**src/rtl/sha256_pkg.sv**
```systemverilog
// Shared types and constants for the SHA-256 compression sequencer.
// Hash words are packed big-endian: word 0 (H0 / a) lives in [255:224].
package sha256_pkg;

    localparam int WK_LENGTH_DEFAULT = 64;

    typedef logic [31:0] word_t;

    typedef enum logic [2:0] {
        ST_IDLE  = 3'd0,
        ST_LOAD  = 3'd1,
        ST_ROUND = 3'd2,
        ST_FINAL = 3'd3,
        ST_DONE  = 3'd4
    } state_e;

    // FIPS 180-4 initial hash value, H0 in the top word
    localparam logic [255:0] SHA256_H0 = {
        32'h6a09e667, 32'hbb67ae85, 32'h3c6ef372, 32'ha54ff53a,
        32'h510e527f, 32'h9b05688c, 32'h1f83d9ab, 32'h5be0cd19
    };

    function automatic word_t hash_word(input logic [255:0] hash, input int unsigned idx);
        return hash[255 - 32*idx -: 32];
    endfunction

endpackage

```
**src/rtl/sha256_final_adder.sv**
```systemverilog
// Eight independent 32-bit modular adders forming the Davies-Meyer feed-forward.
// Carries never cross word boundaries.
module sha256_final_adder
    import sha256_pkg::*;
(
    input  logic [255:0] i_hash,
    input  logic [255:0] i_working,
    output logic [255:0] o_sum
);

    generate
        for (genvar gi = 0; gi < 8; gi++) begin : g_word
            assign o_sum[255 - 32*gi -: 32] = hash_word(i_hash, gi) + hash_word(i_working, gi);
        end
    endgenerate

endmodule

```
**src/rtl/sha256_round_controller.sv**
```systemverilog
// Sequences one SHA-256 compression: capture hash, load a..h, step rounds
// (stalling on the scheduler), feed-forward add, then hand off the digest.
module sha256_round_controller
    import sha256_pkg::*;
#(
    parameter int WK_LENGTH = WK_LENGTH_DEFAULT,
    localparam int IDX_W    = $clog2(WK_LENGTH) + 1
) (
    input  logic             clock,
    input  logic             reset,
    input  logic             i_start,
    input  logic [255:0]     i_prev_hash,
    input  logic             i_w_valid,
    input  logic [255:0]     i_working_state,
    input  logic             i_digest_ready,
    output logic             o_load_working,
    output logic [255:0]     o_init_hash,
    output logic             o_round_enable,
    output logic [IDX_W-1:0] o_wk_vector_index,
    output logic             o_wk_index_complete,
    output logic             o_busy,
    output logic [255:0]     o_digest,
    output logic             o_digest_valid
);

    localparam logic [2:0] S_IDLE  = ST_IDLE;
    localparam logic [2:0] S_LOAD  = ST_LOAD;
    localparam logic [2:0] S_ROUND = ST_ROUND;
    localparam logic [2:0] S_FINAL = ST_FINAL;
    localparam logic [2:0] S_DONE  = ST_DONE;

    localparam logic [IDX_W-1:0] LAST_IDX = IDX_W'(WK_LENGTH - 1);
    localparam logic [IDX_W-1:0] FULL_IDX = IDX_W'(WK_LENGTH);

    logic [2:0]       r_state;
    logic [IDX_W-1:0] r_index;
    logic [255:0]     r_init_hash;
    logic [255:0]     r_digest;

    logic [2:0]       w_state_next;
    logic [IDX_W-1:0] w_index_next;
    logic [255:0]     w_init_hash_next;
    logic [255:0]     w_digest_next;
    logic [255:0]     w_sum;
    logic             w_round_enable;

    sha256_final_adder u_final_adder (
        .i_hash    (r_init_hash),
        .i_working (i_working_state),
        .o_sum     (w_sum)
    );

    assign w_round_enable = (r_state == S_ROUND) && i_w_valid;

    always_comb begin
        w_state_next     = r_state;
        w_index_next     = r_index;
        w_init_hash_next = r_init_hash;
        w_digest_next    = r_digest;
        case (r_state)
            S_IDLE: begin
                if (i_start) begin
                    w_init_hash_next = i_prev_hash;
                    w_index_next     = '0;
                    w_state_next     = S_LOAD;
                end
            end
            S_LOAD:  w_state_next = S_ROUND;
            S_ROUND: begin
                // a stalled cycle (no W word) leaves index and state untouched
                if (w_round_enable) begin
                    w_index_next = r_index + 1'b1;
                    if (r_index == LAST_IDX) begin
                        w_state_next = S_FINAL;
                    end
                end
            end
            S_FINAL: begin
                w_digest_next = w_sum;
                w_state_next  = S_DONE;
            end
            S_DONE: begin
                // start is deliberately not looked at here, even on the handshake edge
                if (i_digest_ready) begin
                    w_state_next = S_IDLE;
                end
            end
            default: w_state_next = S_IDLE;
        endcase
    end

    always_ff @(posedge clock) begin
        if (reset) begin
            r_state     <= S_IDLE;
            r_index     <= '0;
            r_init_hash <= '0;
            r_digest    <= '0;
        end else begin
            r_state     <= w_state_next;
            r_index     <= w_index_next;
            r_init_hash <= w_init_hash_next;
            r_digest    <= w_digest_next;
        end
    end

    assign o_load_working      = (r_state == S_LOAD);
    assign o_round_enable      = w_round_enable;
    assign o_wk_vector_index   = r_index;
    // index stays at WK_LENGTH back in IDLE, so qualify with the state
    assign o_wk_index_complete = (r_index == FULL_IDX) && ((r_state == S_FINAL) || (r_state == S_DONE));
    assign o_busy              = (r_state != S_IDLE);
    assign o_init_hash         = r_init_hash;
    assign o_digest            = r_digest;
    assign o_digest_valid      = (r_state == S_DONE);

endmodule

```
**config.mk**
```make
export PLATFORM = sky130hd
export DESIGN_NAME = sha256_round_controller
export DESIGN_NICKNAME = d
export VERILOG_FILES = /design/src/rtl/sha256_pkg.sv /design/src/rtl/sha256_final_adder.sv /design/src/rtl/sha256_round_controller.sv
export SDC_FILE = /design/constraint.sdc
export NUM_CORES = 2
export LEC_CHECK = 0
export BUFFER_PORTS_ARGS = -buffer_cell sky130_fd_sc_hd__buf_2
export CAP_MARGIN = 0
export CORE_AREA = 2 2 405 407
export CTS_CLUSTER_SIZE = 28
export DETAILED_ROUTE_END_ITERATION = 8
export DIE_AREA = 0 0 407 409
export SLEW_MARGIN = 20
export SYNTH_ARGS = -nofsm -noshare
export SYNTH_HDL_FRONTEND = slang
export SYNTH_SLANG_ARGS = --single-unit
```
**constraint.sdc**
```tcl
create_clock -name clock -period 4.1 [get_ports clock]
set_input_delay 0 -clock clock [delete_from_list [all_inputs] [get_ports clock]]
set_output_delay 0 -clock clock [all_outputs]
set_load 0.005 [all_outputs]
```
==> run summary <==
maximum clock skew at final layout -> 0.0544 ns
Post-synth top flop -> sky130_fd_sc_hd__dfxtp_1
number of design rule violations left after detail routing -> 0
post-synthesis register bit count -> 522
final slew viol count -> 0
maximum frequency from static timing analysis -> 256 MHz
hpwl dp -> 130000 um
count of yosys warnings during synthesis -> 0
average cell area after synthesis -> 7.77 um2
Mapped Nets -> 4574
WP data required -> 4.63 ns
Placer Congestion -> 1.02
top cell family by delay on the critical path -> compound AO/OA/AOI/OAI gates
total setup violations reported at the end of the flow -> 0
largest net degree at the start of global routing -> 134
Hold Path Class -> input port to flop
Pre-Repair DR Iteration Count -> 6
areal power density over the cells -> 365 mW/mm2
critical path, cell by cell -> ha_1 -> fa_1 -> a21oi_1 -> nor2b_1 -> a31oi_2 -> a2111o_1 -> o21ai_0 -> a41oi_1 -> a41oi_1 -> a311oi_1 -> xor2_1 -> dlygate4sd3_1 -> o21ai_0
Chip Height -> 409 um
number of enable-type register cells in the synthesized netlist -> 0
Die Width -> 407 um
Clock Sink Count -> 522
number of instances in the synthesized netlist -> 3799
part of the Yosys area used for sequential elements -> 35.4%
stage delay of the slowest cell on the critical path -> 0.56 ns
number of antenna violations at the first check in global routing -> 28
routed length per placed instance -> 22.3 um
Fillers -> 17400
H-tree Lvls -> 3
headroom to the max-slew limit -> 34.1%
worst setup path category -> flop to flop
final-stage net count -> 6131
number of vias per cell -> 4.58
IR drop worst, VDD -> 288 uV
Crit path arrival time -> 4.44 ns
grt ovf -> 0
global-route total usage across every layer -> 19.5%
fraction of registers with async set or reset after synthesis -> 0%
Netlist cell types -> 78
Area Growth Syn to Fin -> 55.2%
Total Routed Length -> 169000 um
TritonCTS clock tree -> built
max cap viols -> 0
final period utilization -> 95.3%
Via Count -> 34800
number of buffers and inverters on the critical path -> 1
result of the run -> complete, no violations
Cell Rows -> 148
starting density of the core -> 18.2%
element type at the critical path start -> flop
worst-case clock buffer depth -> 3
Iteration-0 DRC Markers -> 2426
buffer type at the clock tree root -> sky130_fd_sc_hd__clkbuf_16
Final Hold Violating Endpoints -> 0
final cell utilization of the core -> 28.3%
most area-hungry cell type in the Yosys netlist -> sky130_fd_sc_hd__dfxtp_1
leading post-synthesis cells by instance count -> 959 x sky130_fd_sc_hd__nand2_1, 610 x sky130_fd_sc_hd__a21oi_1, 522 x sky130_fd_sc_hd__dfxtp_1
kind of capture point of the worst setup path -> flop
Clk Latency, worst-skew pair -> 0.70 ns
wire length of the first global-routing pass -> 237000 um
share of the synthesized area in the top cell type -> 35.4%
number of top-level pins -> 1041
leakage power summed over all cells -> 20.9 nW
Worst-path clk slew -> 0.06 ns
post-synthesis cell area -> 0.0295 mm2
Area contributors post-synth -> sky130_fd_sc_hd__dfxtp_1 35%, sky130_fd_sc_hd__nand2_1 12%, sky130_fd_sc_hd__ha_1 11%, sky130_fd_sc_hd__a21oi_1 10%, sky130_fd_sc_hd__xnor2_1 4.3%
via count of the first global-routing pass -> 34000
most frequently used cell type in the post-synthesis netlist -> sky130_fd_sc_hd__nand2_1
unrepaired setup endpoints after global routing -> false
minimum period implied by the final worst setup slack -> 3.91 ns
Port Buf Inserts -> 1040
Critical Path Fanout Max -> 4
total CTS buffers -> 73
layout cell share with drive strength beyond 1 -> 22.8%
die area -> 0.166 mm2
sum of negative setup slack -> 0 ns
area of the core -> 0.162 mm2
slowest CP cell -> sky130_fd_sc_hd__dlygate4sd3_1
worst-case hold slack -> 0.0785 ns
antenna viol nets, final -> 0
transition time at the pin with the least slew margin -> 0.981 ns
logic make-up after synthesis:
group           synth area share, %
simple gates                   19.5
compound gates                 24.2
flops                          35.4
fa+ha+maj                      11.1
buf+inv                        3.12
xor+xnor                       6.56
mux                           0.102
power by group:
part	total (mW)	internal [mW]	switching, mW
clock	6.90	4.04	2.87
sequential	5.60	5.32	0.274
combinational	4.21	1.89	2.31
total	16.7	11.3	5.45
flip-flops by register name, summed over array words and instances (netlist names):
name / cells
r_state: 3
o_wk_vector_index: 7
o_digest: 256
o_init_hash: 256
final timing paths:
check,to,slack (ns),cells past startpoint,from
setup / recovery,o_digest[158],0.19,13,o_init_hash[128]
hold / removal,o_digest[190],0.08,4,i_working_state[189]
setup reg to reg,o_digest[158],0.19,13,o_init_hash[128]
hold reg to reg,o_digest[170],0.45,2,o_digest[170]
area by class of cell:
type | instances | area, um2 | share of cell area (%)
multi-input cells | 3034 | 18200 | 39.8
diodes | 16 | 40.0 | 0.0874
clock buffers | 97 | 2070 | 4.52
repair buffers | 1673 | 11600 | 25.4
clock inverters | 38 | 485 | 1.06
inverters | 52 | 195 | 0.426
well taps | 2175 | 2720 | 5.94
flip-flops and latches | 522 | 10500 | 22.8
what timing repair did:
item,in CTS,in global routing
resized for setup,0,10
setup buffers,0,2
hold buffers,602,0
endpoints found under the setup margin,0,8
endpoints found under the hold margin,503,0
placed cells by master (no fill, tap or decap), types with 75 or more instances in the layout:
cell / Yosys / layout
sky130_fd_sc_hd__nand2_1: 959 / 958
sky130_fd_sc_hd__nor2_1: 136 / 133
sky130_fd_sc_hd__xor2_1: 76 / 76
sky130_fd_sc_hd__dfxtp_1: 522 / 522
sky130_fd_sc_hd__o21ai_0: 184 / 181
sky130_fd_sc_hd__clkbuf_16: 0 / 75
sky130_fd_sc_hd__ha_1: 250 / 250
sky130_fd_sc_hd__a21o_1: 116 / 116
sky130_fd_sc_hd__a21oi_1: 610 / 608
sky130_fd_sc_hd__buf_2: 0 / 1039
sky130_fd_sc_hd__dlygate4sd3_1: 0 / 602
sky130_fd_sc_hd__xnor2_1: 145 / 145
stage by stage:
stage               cells  setup slack [ns]  total power [mW]  area [um2]
finish               7607             0.192              16.7       45800
global route         7598            0.0145              17.5       45800
CTS                  7589             0.115              16.8       45700
detailed placement   6852             0.513              9.20       37100
global placement     6852             0.402              9.16       37100
floorplan            3799              1.06              7.68       29500
layer usage:
metal	up-vias	GRT usage, %	part of all wire [%]
met5	-	0	0.047
met4	12	10.2	5.6
met3	388	5.39	8.8
met2	1468	30.4	44
met1	16500	24.2	42
li1	16400	-	-
worst register-to-register path, stage by stage (launching register included):
cell                            delay, ns
sky130_fd_sc_hd__dfxtp_1             0.33
sky130_fd_sc_hd__ha_1                0.24
sky130_fd_sc_hd__fa_1                0.43
sky130_fd_sc_hd__a21oi_1             0.17
sky130_fd_sc_hd__nor2b_1             0.09
sky130_fd_sc_hd__a31oi_2             0.30
sky130_fd_sc_hd__a2111o_1            0.24
sky130_fd_sc_hd__o21ai_0             0.13
sky130_fd_sc_hd__a41oi_1             0.36
sky130_fd_sc_hd__a41oi_1             0.27
sky130_fd_sc_hd__a311oi_1            0.39
sky130_fd_sc_hd__xor2_1              0.18
sky130_fd_sc_hd__dlygate4sd3_1       0.56
sky130_fd_sc_hd__o21ai_0             0.06
Note: power is estimated with default switching activity, not from simulation.
